**config.mk**
```make
export PLATFORM = sky130hd
export DESIGN_NAME = lab4_branch_pht_update_sched
export DESIGN_NICKNAME = d
export VERILOG_FILES = /design/src/rtl/lab4_branch_pht_update_sched.sv
export SDC_FILE = /design/constraint.sdc
export NUM_CORES = 1
export LEC_CHECK = 0
export ABC_CLOCK_PERIOD_IN_PS = 3500
export BUFFER_PORTS_ARGS = -buffer_cell sky130_fd_sc_hd__buf_2
export CORE_MARGIN = 1
export CORE_UTILIZATION = 57
export CTS_BUF_LIST = sky130_fd_sc_hd__clkbuf_2
export DETAILED_ROUTE_END_ITERATION = 12
export PLACE_DENSITY_LB_ADDON = 0.05
export SYNTH_ARGS = -nofsm -noshare
export SYNTH_HDL_FRONTEND = slang
export SYNTH_SLANG_ARGS = --single-unit
```
**constraint.sdc**
```tcl
create_clock -name clk -period 3.5 [get_ports clk]
set_clock_uncertainty 0.2 [all_clocks]
set_input_delay 0.35 -clock clk [delete_from_list [all_inputs] [get_ports clk]]
set_output_delay 0.35 -clock clk [all_outputs]
set_load 0.03 [all_outputs]
```
**src/rtl/lab4_branch_pht_update_sched.sv**
```systemverilog
// Arbitrates the bimodal PHT index port between fetch lookups and queued branch updates.
// Optional counters: define LAB4_BRANCH_PHT_SCHED_STATS_EN to add stat_stalls/stat_updates.
module lab4_branch_pht_update_sched #(
    parameter int DEPTH      = 4,
    parameter int STARVE_MAX = 8
) (
    input  logic        clk,
    input  logic        reset,
    input  logic        lookup_val,
    output logic        lookup_rdy,
    input  logic [31:0] lookup_pc,
    output logic        pred_val,
    output logic        pred_taken,
    input  logic        upd_val,
    output logic        upd_rdy,
    input  logic [31:0] upd_pc,
    input  logic        upd_taken,
    output logic [31:0] pht_pc,
    output logic        pht_update_en,
    output logic        pht_update_val,
    input  logic        pht_prediction,
    output logic        idle
`ifdef LAB4_BRANCH_PHT_SCHED_STATS_EN
    ,
    output logic [31:0] stat_stalls,
    output logic [31:0] stat_updates
`endif
);

    localparam int AW = $clog2(DEPTH);
    localparam int CW = AW + 1;
    localparam int SW = $clog2(STARVE_MAX + 1);
    localparam logic [CW-1:0] FULL_CNT   = CW'(DEPTH);
    localparam logic [SW-1:0] STARVE_LIM = SW'(STARVE_MAX);

    typedef enum logic [1:0] {IDLE, PEND, DRAIN} state_t;

    state_t        state, state_nxt;
    logic [31:0]   fifo_pc    [DEPTH];
    logic          fifo_taken [DEPTH];
    logic [AW-1:0] wr_ptr, rd_ptr;
    logic [CW-1:0] count, count_nxt;
    logic [SW-1:0] starve_cnt;
    logic          full, enq, issue;

    assign full    = (count == FULL_CNT);
    assign upd_rdy = !full;
    assign enq     = upd_val && !full;
    // Reset gates issue so a mid-operation reset never writes the PHT.
    assign issue   = !reset && (count != '0) &&
                     (state == DRAIN || !lookup_val || starve_cnt == STARVE_LIM);

    always_comb begin
        count_nxt = count;
        case ({enq, issue})
            2'b10:   count_nxt = count + CW'(1);
            2'b01:   count_nxt = count - CW'(1);
            default: count_nxt = count;
        endcase
    end

    always_comb begin
        state_nxt = state;
        case (state)
            IDLE:    if (enq) state_nxt = PEND;
            PEND: begin
                if (count_nxt == '0)           state_nxt = IDLE;
                else if (count_nxt == FULL_CNT) state_nxt = DRAIN;
            end
            DRAIN:   if (count_nxt == '0) state_nxt = IDLE;
            default: state_nxt = IDLE;
        endcase
    end

    always_ff @(posedge clk) begin
        if (reset) begin
            state      <= IDLE;
            count      <= '0;
            wr_ptr     <= '0;
            rd_ptr     <= '0;
            starve_cnt <= '0;
        end else begin
            state <= state_nxt;
            count <= count_nxt;
            if (enq)   wr_ptr <= wr_ptr + AW'(1);
            if (issue) rd_ptr <= rd_ptr + AW'(1);
            if (issue || count == '0)
                starve_cnt <= '0;
            else if (starve_cnt != STARVE_LIM)
                starve_cnt <= starve_cnt + SW'(1);
        end
    end

    // Queue storage holds no control state, so it is left unreset.
    always_ff @(posedge clk) begin
        if (enq) begin
            fifo_pc[wr_ptr]    <= upd_pc;
            fifo_taken[wr_ptr] <= upd_taken;
        end
    end

    always_comb begin
        pht_pc         = lookup_pc;
        pht_update_en  = 1'b0;
        pht_update_val = 1'b0;
        lookup_rdy     = 1'b1;
        if (issue) begin
            pht_pc         = fifo_pc[rd_ptr];
            pht_update_en  = 1'b1;
            pht_update_val = fifo_taken[rd_ptr];
            lookup_rdy     = 1'b0;
        end
    end

    assign pred_val   = lookup_val && lookup_rdy;
    assign pred_taken = pht_prediction;
    assign idle       = (count == '0) && (state == IDLE);

`ifdef LAB4_BRANCH_PHT_SCHED_STATS_EN
    always_ff @(posedge clk) begin
        if (reset) begin
            stat_stalls  <= '0;
            stat_updates <= '0;
        end else begin
            if (lookup_val && !lookup_rdy) stat_stalls  <= stat_stalls + 32'd1;
            if (issue)                     stat_updates <= stat_updates + 32'd1;
        end
    end
`endif

endmodule
```
=== Yosys cells after proc, flatten, opt, wreduce, memory -nomap -nowiden ===
Memories as Yosys holds them, arrays and structs flattened. A register that Yosys moved wholly into a read port is not among the register bits.
Index checks and enable logic that the tools add are counted.

* Output and inout port bits: 39
* Register bits: 13
* Bits of input ports: 70
* Memory bits (writable): 132
* Logic and storage cells: 56
* Memories: 2

{| class="wikitable"
|+ Memory list
! memory !! words !! bits a word !! read ports !! clocked after memory_dff !! write ports !! RTL line !! source
|-
| fifo_pc || 4 || 32 || 1 || 1 || 1 || 39 || <nowiki>logic [31:0] fifo_pc [DEPTH];</nowiki>
|-
| fifo_taken || 4 || 1 || 1 || 1 || 1 || 40 || <nowiki>logic fifo_taken [DEPTH];</nowiki>
|}

* Equal/unequal tests: 11
* Multiplexer cells: 16
* Add/sub/neg operators: 5
* Reduce and logical (&&, ||, !) cells: 17

{| class="wikitable"
|+ Operators by type and width
! operator !! count
|-
| 32-bit two-way mux || 1
|-
| 2-bit two-way mux || 8
|-
| 3-bit equality test, second input constant || 2
|-
| 3-bit logical NOT || 2
|-
| 2-bit case mux with 3 select lines || 1
|-
| 3-bit case mux with 2 select lines || 1
|-
| 1-bit logical AND || 5
|-
| 1-bit two-way mux || 5
|-
| 2-bit by 1-bit adder with 2-bit output, second input constant || 2
|-
| 4-bit by 1-bit adder with 4-bit output, second input constant || 1
|-
| 2-bit by 1-bit equality test with 1-bit output, second input constant || 2
|-
| 2-bit equality test, second input constant || 2
|-
| 4-bit equality test, second input constant || 1
|-
| 4-bit != test, second input constant || 1
|-
| 3-bit by 1-bit adder with 3-bit output, second input constant || 1
|-
| 1-bit logical NOT || 3
|-
| 1-bit logical OR || 3
|-
| 3-bit != test, second input constant || 1
|-
| 3-bit AND reduction || 1
|-
| 3-bit nonzero test || 1
|-
| 3-bit by 1-bit subtractor with 3-bit output, second input constant || 1
|-
| 2-bit logical NOT || 1
|-
| 2-bit by 1-bit != test with 1-bit output, second input constant || 1
|-
| 2-bit != test, second input constant || 1
|-
| 2-bit OR reduction || 1
|}

=== Logic depth before layout (Yosys ltp) ===
Gate-level depths: netlist (run 1).

* Depth in word-level cells: 10
* Depth in mapped cells: 11
* Gate-level depth less buffers: 10

=== Worst setup path after synthesis (run 1) ===
No wires, ideal clock.

* Kind: reg2reg
* Start: register starve_cnt[0]
* End: register state[1]
* Setup time: 74 ps
* Data required time: 3226 ps
* Stages on the path, launching flop included: 12
* Setup slack: 610 ps
* Arrival time: 2616 ps
* Cell sequence: dfxtp_1 > inv_1 > ha_1 > nand3b_4 > a311oi_4 > buf_6 > ha_1 > inv_1 > fa_1 > nand3b_1 > a311o_1 > a31oi_1

* Word-level cells in the longest chain between the ends: 8

{| class="wikitable"
|+ Ends and longest elaborated chain
! item !! RTL line !! source
|-
| from (decl) || 43 || <nowiki>logic [SW-1:0] starve_cnt;</nowiki>
|-
| from (signal assigned) || 90 || <nowiki>starve_cnt <= starve_cnt + SW'(1);</nowiki>
|-
| 4-bit equality test (*) || 51 || <nowiki>(state == DRAIN || !lookup_val || starve_cnt == STARVE_LIM);</nowiki>
|-
| 1-bit logical OR (*) || 51 ||
|-
| 1-bit logical AND (*) || 50 || <nowiki>assign issue = !reset && (count != '0) &&</nowiki>
|-
| 2-bit by 1-bit equality test with 1-bit output / 2-bit equality test (equally long branches) || 55 || <nowiki>case ({enq, issue})</nowiki>
|-
| 3-bit case mux with 2 select lines (*) || 55 ||
|-
| 3-bit equality test / 3-bit logical NOT (equally long branches) || 68, 67, 70 ||
|-
| 3-bit != test (no line) (tied with other cells) || - ||
|-
| 3-bit AND reduction (no line) / 2-bit case mux with 3 select lines (equally long branches) || - ||
|-
| to (signal assigned) || 83 || <nowiki>state <= state_nxt;</nowiki>
|-
| to (decl) || 38 || <nowiki>state_t state, state_nxt;</nowiki>
|}

Mark *: on every way between the ends. The rest lies on a longest branch, timed or not.
A chain may end at the register's enable or synchronous reset.

=== Worst setup path in the final report (run 1) ===
* Start: register starve_cnt[1]
* End: output port pht_pc[0]

* Word-level cells in the longest chain between the ends: 4

{| class="wikitable"
|+ Ends and longest elaborated chain
! item !! RTL line !! source
|-
| 4-bit equality test || 51 ||
|-
| 1-bit logical OR || 51 ||
|-
| 1-bit logical AND || 50 ||
|-
| 32-bit two-way mux || 107 || <nowiki>if (issue) begin</nowiki>
|-
| to (decl) || 18 || <nowiki>output logic [31:0] pht_pc,</nowiki>
|}

Every way passes these cells.

==> results of run 1 <==
flip-flops by register name (all words and copies together), names as in the netlist, named ones only:
signal / cells
wr_ptr: 2
fifo_pc: 128
count: 3
fifo_taken: 4
starve_cnt: 4
rd_ptr: 2
state: 2
cells in the final DEF, fill, tap and decap left out, drive strengths merged, types with 3 or more instances in the layout:
| cell | count |
|---|---|
| edfxtp | 132 |
| buf | 110 |
| dlygate4sd3 | 38 |
| mux4 | 33 |
| mux2 | 32 |
| clkbuf | 23 |
| dfxtp | 15 |
| inv | 9 |
| ha | 7 |
| clkinv | 7 |
| nand2 | 5 |
| nand3 | 5 |
| nor3 | 4 |
| and3 | 4 |
| a21oi | 3 |
| mux2i | 3 |
| xor2 | 3 |
| nand3b | 3 |
routing by layer:
| layer | global-route usage [%] | routed length [um] |
|---|---|---|
| met5 | 0 | 0 |
| met4 | 6.735 | 118 |
| met3 | 6.425 | 490 |
| met2 | 33.73 | 5333 |
| met1 | 25.34 | 4373 |
kinds of logic (layout without fill, tap and decap cells):
| family | Yosys count | after routing | share of synthesized area (%) |
|---|---|---|---|
| AOI/OAI and AO/OA | 12 | 12 | 1.691 |
| xor gates and xnor gates | 5 | 5 | 0.7307 |
| adders and majority gates | 8 | 8 | 1.795 |
| buffers and inverters | 24 | 189 | 2.067 |
| DFF | 147 | 147 | 71.13 |
| muxes | 68 | 68 | 18.91 |
| and+or+nand+nor | 34 | 34 | 3.674 |
how the worst min path moves through the flow:
stage,to,depth (start not counted)
floorplan,flop,1
global placement,rd_ptr[0],1
detailed placement,flop,1
CTS,fifo_pc[3][24],2
global route,fifo_pc[2][24],2
finish,fifo_pc[3][24],2
final cells by class:
class	count	area, um2
Tap cell	136	170.2
Clock buffer	23	115.1
Multi-Input combinational cell	127	1612
Clock inverter	9	66.31
Sequential cell	147	4267
Timing Repair Buffer	148	957.2
Fill cell	726	3054
Inverter	9	36.28
repair_timing:
item / CTS / global route
gates resized for setup: 0 / 1
hold buffers: 38 / 0
hold endpoints to repair: 147 / 0
endpoints found under the setup margin: 0 / 32
where the power goes:
part | total [W] | switching (W) | internal [W]
clock network | 0.000795 | 0.000536 | 0.000259
logic | 0.000992 | 0.000518 | 0.000473
registers | 0.00213 | 0.0000856 | 0.00204
metrics by stage:
step | power (W) | util (%)
2_1_floorplan | 0.002885 | -
6_report | 0.003915 | 70.28
5_1_grt | 0.004110 | 70.28
4_1_cts | 0.003953 | 70.25
3_3_place_gp | 0.003122 | 64.78
3_5_place_dp | 0.003138 | 64.78
worst register-to-register path, stage by stage (launching register included):
cell      delay [ns]
dfxtp_1         0.37
inv_1           0.06
ha_1            0.20
nand3b_4        0.11
a311oi_4        0.32
ha_1            0.23
inv_1           0.06
fa_1            0.49
nand3b_1        0.11
a311o_1         0.32
a31oi_1         0.12
==> metrics, run 1 <==
outcome complete, no violations; non-filler instance count after layout about 600; initial core utilization around 60%; Max-Cap Viols 0; sequential share of the synthesized area between 70% and 80%; chip height ~100 um; antenna violations before repair 0; Yosys cell types slightly above 40; Worst path max stage delay 0.41 ns; Setup crit end kind output port; Boundary Pins approximately 110; Max Buffers Root-to-Sink 2; Data required, critical path between 2 and 3 ns; Core Rows 37; DR iter-0 viols 106; Area growth syn-to-layout 20.50%; final setup vio count 0; Reg clk slew, reported paths around 0.2 ns; CTS Buf Count 17; r2r worst-path depth 10; # Post-CTS Setup Buffers 0; Synth Instances roughly 300; final-report hold violation count 0; largest net degree at the start of global routing 36; crit path from starve_cnt[1]; Die W 104.6 um; Max Fclk roughly 0.31 GHz; critical path startpoint category flop; RSZ-0062 raised after global routing no; Synth Cell Area about 0.0060 mm2; share of cells above drive strength 1 44.71%; post-synth top area share 66.12%; number of global-route vias before repair 3232; worst-path cell chain inv_1, ha_1, nand3b_4, a311oi_4, buf_6, mux2_2, buf_2; Post-synth EDFFs about 130; first-pass GRT wire length 16140 um; area leader, netlist edfxtp_1; Primary FF master, synth edfxtp_1; WP buf/inv 3; Post-Route WL approximately 10000 um; Clock Latency Late Sink 0.68 ns; Residual DRC 0; global route total overflow 0; post-DP HPWL between 5000 and 6000 um; area post-placement about 0.0067 mm2; Levels on crit path 7; clock sink count between 100 and 150; Diodes inserted 0; worst slew pin tran a little over 0.9 ns; antenna viol nets, final 0; FF-to-FF Start starve_cnt[1]; Final WS setup around 0.23 ns; gr usage total around 20%; GPL Wtd Cong 0.7928; Core Footprint roughly 0.010 mm2; hold crit path type primary input to flop; Placed Cells roughly 530; Finished Cell Area about 0.0072 mm2; maximum vdd drop 0.3282 mV; Avg Inst Size Synth slightly above 20 um2; setup TNS 0 ns; pre-CTS WS approximately 0.82 ns; Leak roughly 2.6 nW; WHS ~0.20 ns; reg2reg end state[1]; Tcrit/Tclk final between 90% and 100%; fin crit period 3.275 ns; ranking of synthesized cells by area edfxtp_1, mux4_2, dfxtp_1; crit path DAT approximately 2.7 ns; clock root buffer clkbuf_2; die area roughly 0.011 mm2; Setup CP Type flop to output port; vias 3226; Power Density roughly 540 mW/mm2; synthesis-stage register bit count approximately 150; R2R Setup Slk approximately 0.82 ns; vias per cell between 5 and 6; asr flop ratio synth 0%; synth warn 0; TritonCTS clock tree yes; Final #Nets roughly 530; Hold Crit Start upd_pc[24]; fin. max-slew vios 0; Avg WL per Cell 17.22 um; Synth Net Count 376; Port Buffers ~110; Worst Setup EP pht_pc[0]; Pre-antenna DRT Iters 4; slowest CP cell mux2_2; H-tree depth 4; list of most frequent post-synthesis cells edfxtp_1, mux4_2, mux2_2, dfxtp_1, inv_1; delay-heaviest family, CP buffers and inverters; count leader, synth edfxtp_1; relative slew slack 38.33%; Crit Path Max Fanout 35
(Power assumes the default switching activity.)
==> inputs of run 2 (changes only) <==
Settings changed: CORE_ASPECT_RATIO set to 1.75, PLACE_DENSITY set to 0.79, PLACE_DENSITY_LB_ADDON 0.05 to unset.
==> metrics, run 2 (same netlist as run 1, synthesis figures left out) <==
non-filler instance count after layout 586 (-2.2%); worst slew pin tran 0.9124 ns (-0.01270 ns); Data required, critical path 2.95 ns (about the same); Finished Cell Area 0.007311 mm2 (+1.2%); gr usage total 21.98% (+1.7 points); sequential cell area 0.004267 mm2 (unchanged); die area 0.01095 mm2 (+0.15%); commonest non-fill, non-tap cells in the layout edfxtp_1, buf_2, dlygate4sd3_1; crit path from starve_cnt[0]; slowest CP cell dfxtp_1; antenna viol nets, final 0 (unchanged); delay-heaviest family, CP buffers and inverters; Residual DRC 0 (unchanged); # Post-CTS Setup Buffers 0 (unchanged); setup TNS 0 ns (unchanged); chip height 137.7 um (+32%); RSZ-0062 raised after global routing no; Boundary Pins 109 (unchanged); H-tree depth 4 (unchanged); clock root buffer clkbuf_2; largest net degree at the start of global routing 36 (unchanged); Final #Nets 525 (-0.57%); reg2reg end state[1]; number of global-route vias before repair 3395 (+5.0%); FF-to-FF Start starve_cnt[0]; Core Rows 49 (+32%); Tcrit/Tclk final 93.14% (-0.41 points); fin crit period 3.260 ns (-0.01446 ns); Clock Latency Late Sink 0.66 ns (-0.02 ns); Max Fclk 0.3067 GHz (+0.44%); Post-Route WL 10970 um (+6.3%); Max Buffers Root-to-Sink 2 (unchanged); final-report hold violation count 0 (unchanged); Filler Cell Count 669 (-7.9%); Port Buffers 106 (unchanged); Reg clk slew, reported paths 0.19 ns (about the same); Worst path max stage delay 0.38 ns (-0.03 ns); r2r worst-path depth 10 (unchanged); Power Density 584.8 mW/mm2 (+7.9%); share of cells above drive strength 1 45.20% (+0.49 points); Pre-antenna DRT Iters 4 (unchanged); Leak 2.626 nW (+1.5%); Final WS setup 0.2399 ns (+0.01446 ns); vias per cell 5.582 (+3.6%); area of the multi-input gates 0.001612 mm2 (unchanged); Placed Cells 518 (-2.1%); global route total overflow 0 (unchanged); maximum vdd drop 0.4250 mV (+29%); Setup CP Type flop to output port; final core utilization 71.40% (+1.1 points); area post-placement 0.006631 mm2 (-0.39%); vias 3271 (+1.4%); Setup crit end kind output port; Die W 79.52 um (-24%); Worst Setup EP pht_pc[21]; TritonCTS clock tree yes; Max-Cap Viols 0 (unchanged); pre-CTS WS 0.8189 ns (-0.004636 ns); critical path startpoint category flop; CTS Buf Count 17 (unchanged); GPL Wtd Cong 0.7742 (-2.3%); first-pass GRT wire length 16950 um (+5.0%); R2R Setup Slk 0.79 ns (-0.03 ns); Area growth syn-to-layout 21.96%; outcome complete, no violations; Crit Path Max Fanout 35 (unchanged); worst-path cell chain inv_1, ha_1, nand3b_4, a311oi_4, buf_6, mux2_2, buf_2; initial core utilization 58.55% (+0.22 points); antenna violations before repair 1 (+1); crit path DAT 2.71 ns (about the same); fin. max-slew vios 0 (unchanged); final setup vio count 0 (unchanged); DR iter-0 viols 159 (+50%); Avg WL per Cell 18.72 um (+8.7%); clock sink count 147 (unchanged); commonest non-fill, non-tap cell in the layout edfxtp_1; Core Footprint 0.01024 mm2 (-0.38%); WP buf/inv 3 (unchanged); Top reg by flops fifo_pc; Levels on crit path 7 (unchanged); post-DP HPWL 6537 um (+9.5%); Hold Crit Start upd_pc[17]; largest registers fifo_pc (128), fifo_taken (4), starve_cnt (4); max reg flops 128 (unchanged); relative slew slack 39.18% (+0.85 points); hold crit path type primary input to flop
run 2: changes by cell type in the layout (fill, tap and decap cells not counted):
cell           previous run  this run
clkinvlp_4                1         0
buf_4                     2         0
clkinv_2                  2         4
dlygate4sd3_1            38        37
clkbuf_2                 23        18
diode_2                   0         1
bufinv_16                 1         6
clkinv_4                  0         1
clkinv_1                  5         1
run 2: final cells by class:
| class | count | area share, % |
|---|---|---|
| Sequential cell | 147 | 58.36 |
| Inverter | 9 | 0.4963 |
| Tap cell | 127 | 2.174 |
| Clock inverter | 12 | 2.909 |
| Antenna cell | 1 | 0.03423 |
| Timing Repair Buffer | 145 | 12.75 |
| Clock buffer | 18 | 1.232 |
| Multi-Input combinational cell | 127 | 22.04 |
run 2: per-layer routing:
metal / wire [um] / GRT usage, %
met5: 0 / 0
met2: 6287 / 40.50
met3: 431 / 6.093
met4: 124 / 6.869
met1: 4128 / 24.01
run 2: worst min path at each step:
stage | end | slack [ns] | cells past startpoint
finish | fifo_pc[2][17] | 0.22 | 2
global route | fifo_pc[2][29] | 0.13 | 2
global placement | flop | 0.24 | 1
detailed placement | flop | 0.25 | 1
floorplan | flop | 0.23 | 1
CTS | fifo_pc[2][25] | 0.16 | 2
run 2: what timing repair did:
item                                    4_1_cts  5_1_grt
hold buffers                                 37        0
hold endpoints to repair                    147        0
gates resized for setup                       0        1
endpoints found under the setup margin        0       32
run 2: per-stage QoR:
step,hold slack [ns],power [W]
6_report,0.2192,0.004275
5_1_grt,0.1347,0.004456
4_1_cts,0.1583,0.004311
3_5_place_dp,0.2476,0.003145
3_3_place_gp,0.2387,0.003116
2_1_floorplan,0.2300,0.002885
run 2: where the power goes:
part | internal (W) | switching [W]
combinational | 0.000471 | 0.000529
sequential | 0.00204 | 0.0000843
clock | 0.000602 | 0.000546
==> inputs of run 3 (changes only) <==
Settings changed: ABC_CLOCK_PERIOD_IN_PS 3500 to 3200, MAX_ROUTING_LAYER set to met4.
Clock period 3.5 ns to 3.2 ns, I/O delays scaled along.
==> metrics, run 3 (same netlist as run 1, synthesis figures left out) <==
relative slew slack 39.74% (+0.57 points); die area 0.01095 mm2 (unchanged); power share of the clock group 25.4% (-1.5 points); Boundary Pins 109 (unchanged); Max-Cap Viols 0 (unchanged); number of global-route vias before repair 3586 (+5.6%); Core Footprint 0.01024 mm2 (unchanged); chip height 137.7 um (unchanged); Clock Latency Late Sink 0.64 ns (-0.02 ns); final setup vio count 0 (unchanged); Data required, critical path 2.68 ns (-0.27 ns); fin crit period 3.072 ns; Psw 0.001341 W (+16%); Placed Cells 520 (+0.39%); Max Fclk 0.3255 GHz; pre-CTS WS 0.4745 ns (-0.3444 ns); gr usage total 24.13% (+2.2 points); global route total overflow 0 (unchanged); largest registers fifo_pc (128), fifo_taken (4), starve_cnt (4); Pint 0.003441 W (+10%); Max Buffers Root-to-Sink 2 (unchanged); hold crit path type primary input to flop; Avg WL per Cell 20.03 um (+7.0%); DR iter-0 viols 177 (+11%); Post-Route WL 12060 um (+9.9%); Pre-antenna DRT Iters 4 (unchanged); clock root buffer clkbuf_2; maximum vdd drop 0.4616 mV (+8.6%); clock sink count 147 (unchanged); Setup CP Type flop to output port; Reg clk slew, reported paths 0.22 ns (+0.03 ns); antenna violations before repair 1 (unchanged); sequential power share 48.2% (-1.6 points); largest net degree at the start of global routing 34 (-5.6%); Area growth syn-to-layout 26.24%; first-pass GRT wire length 17950 um (+5.9%); initial core utilization 58.55% (unchanged); worst-path cell chain inv_2, ha_4, nand3b_4, a311oi_4, buf_6, buf_16, mux2_2, buf_2; Worst path max stage delay 0.37 ns (about the same); antenna viol nets, final 0 (unchanged); worst slew pin tran 0.9039 ns (-0.008478 ns); Leak 2.737 nW (+4.2%); WP buf/inv 4 (+1); Setup crit end kind output port; fin. max-slew vios 0 (unchanged); RSZ-0062 raised after global routing yes; post-DP HPWL 6771 um (+3.6%); Die W 79.52 um (unchanged); commonest non-fill, non-tap cell in the layout edfxtp_1; commonest non-fill, non-tap cells in the layout edfxtp_1, buf_2, dlygate4sd3_1; Tcrit/Tclk final 96.02%; CTS Buf Count 17 (unchanged); Port Buffers 106 (unchanged); share of cells above drive strength 1 47.89% (+2.7 points); GPL Wtd Cong 0.7714 (-0.36%); Power Density 632.0 mW/mm2 (+8.1%); vias per cell 5.575 (-0.13%); vias 3356 (+2.6%); Final WS setup 0.1275 ns (-0.1124 ns); delay-heaviest family, CP buffers and inverters; Crit Path Max Fanout 9 (-74%); Residual DRC 0 (unchanged); final-report hold violation count 0 (unchanged); max reg flops 128 (unchanged); Core Rows 49 (unchanged); crit path DAT 2.55 ns (-0.16 ns); critical path startpoint category flop; Logic pwr share 26.5% (+3.1 points); Final #Nets 539 (+2.7%); non-filler instance count after layout 602 (+2.7%); H-tree depth 4 (unchanged); Top reg by flops fifo_pc; slowest CP cell dfxtp_2; outcome complete, no violations; sw frac 28.05% (+0.93 points); TritonCTS clock tree yes
==> run 3: final timing paths <==
path | startpoint | slack, ns | endpoint | cells past startpoint
max | starve_cnt[1] | 0.13 | pht_pc[20] | 8
min | upd_pc[9] | 0.20 | fifo_pc[2][9] | 2
max reg2reg | starve_cnt[1] | 0.20 | state[1] | 12
min reg2reg | rd_ptr[1] | 0.26 | flop | 1
==> run 3: stage by stage <==
step                      utilization [%]  power [W]  instance area (um2)  hold slack [ns]  TNS [ns]
after floorplan                         -   0.003156                 5995           0.2189         0
after global placement              64.79   0.003396                 6634           0.2355         0
after detailed placement            64.79   0.003435                 6634           0.2450         0
final                               73.91   0.004782                 7567           0.1953         0
after CTS                           72.68   0.004749                 7441           0.1198   -0.2802
after global routing                73.91   0.004999                 7567           0.1182  -0.01790
==> run 3: final cells by class <==
cell class | instances | area [um2]
Tap cell | 127 | 158.9
Clock buffer | 18 | 90.09
Inverter | 9 | 36.28
Antenna cell | 1 | 2.502
Fill cell | 599 | 2671
Clock inverter | 14 | 209.0
Timing Repair Buffer | 159 | 1174
Multi-Input combinational cell | 127 | 1628
Sequential cell | 147 | 4269
==> run 3: power by group through the flow <==
| stage | Clock (W) | Combinational (W) | Sequential [W] |
|---|---|---|---|
| 2_1_floorplan | 0 | 0.000843 | 0.00231 |
| 6_report | 0.00121 | 0.00127 | 0.00230 |
| 4_1_cts | 0.00124 | 0.00121 | 0.00230 |
| 3_5_place_dp | 0 | 0.00109 | 0.00235 |
| 3_3_place_gp | 0 | 0.00106 | 0.00233 |
| 5_1_grt | 0.00133 | 0.00135 | 0.00232 |
==> run 3: worst reg2reg max path: cells and delay by family (launching register included) <==
| kind | cells | cell delay, ns |
|---|---|---|
| compound gates | 3 | 0.85 |
| fa+ha+maj | 3 | 0.85 |
| buf+inv | 4 | 0.47 |
| flops | 1 | 0.37 |
| simple gates | 2 | 0.22 |
==> run 3: per-layer routing <==
| layer | vias to the layer above | GRT usage (%) | share of wire, % |
|---|---|---|---|
| li1 | 1540 | - | - |
| met4 | 0 | 8.081 | 1.1 |
| met2 | 95 | 45.01 | 59 |
| met3 | 10 | 5.099 | 3.4 |
| met1 | 1711 | 24.42 | 36 |
| met5 | - | - | 0 |
==> run 3: repair_timing <==
item                                    4_1_cts  5_1_grt
cloned                                        2        2
endpoints found under the setup margin       34       32
hold buffers                                 38        0
setup buffers                                 5        2
gates resized for setup                      11       33
endpoints found under the hold margin       147        0
pin swaps                                     0        2
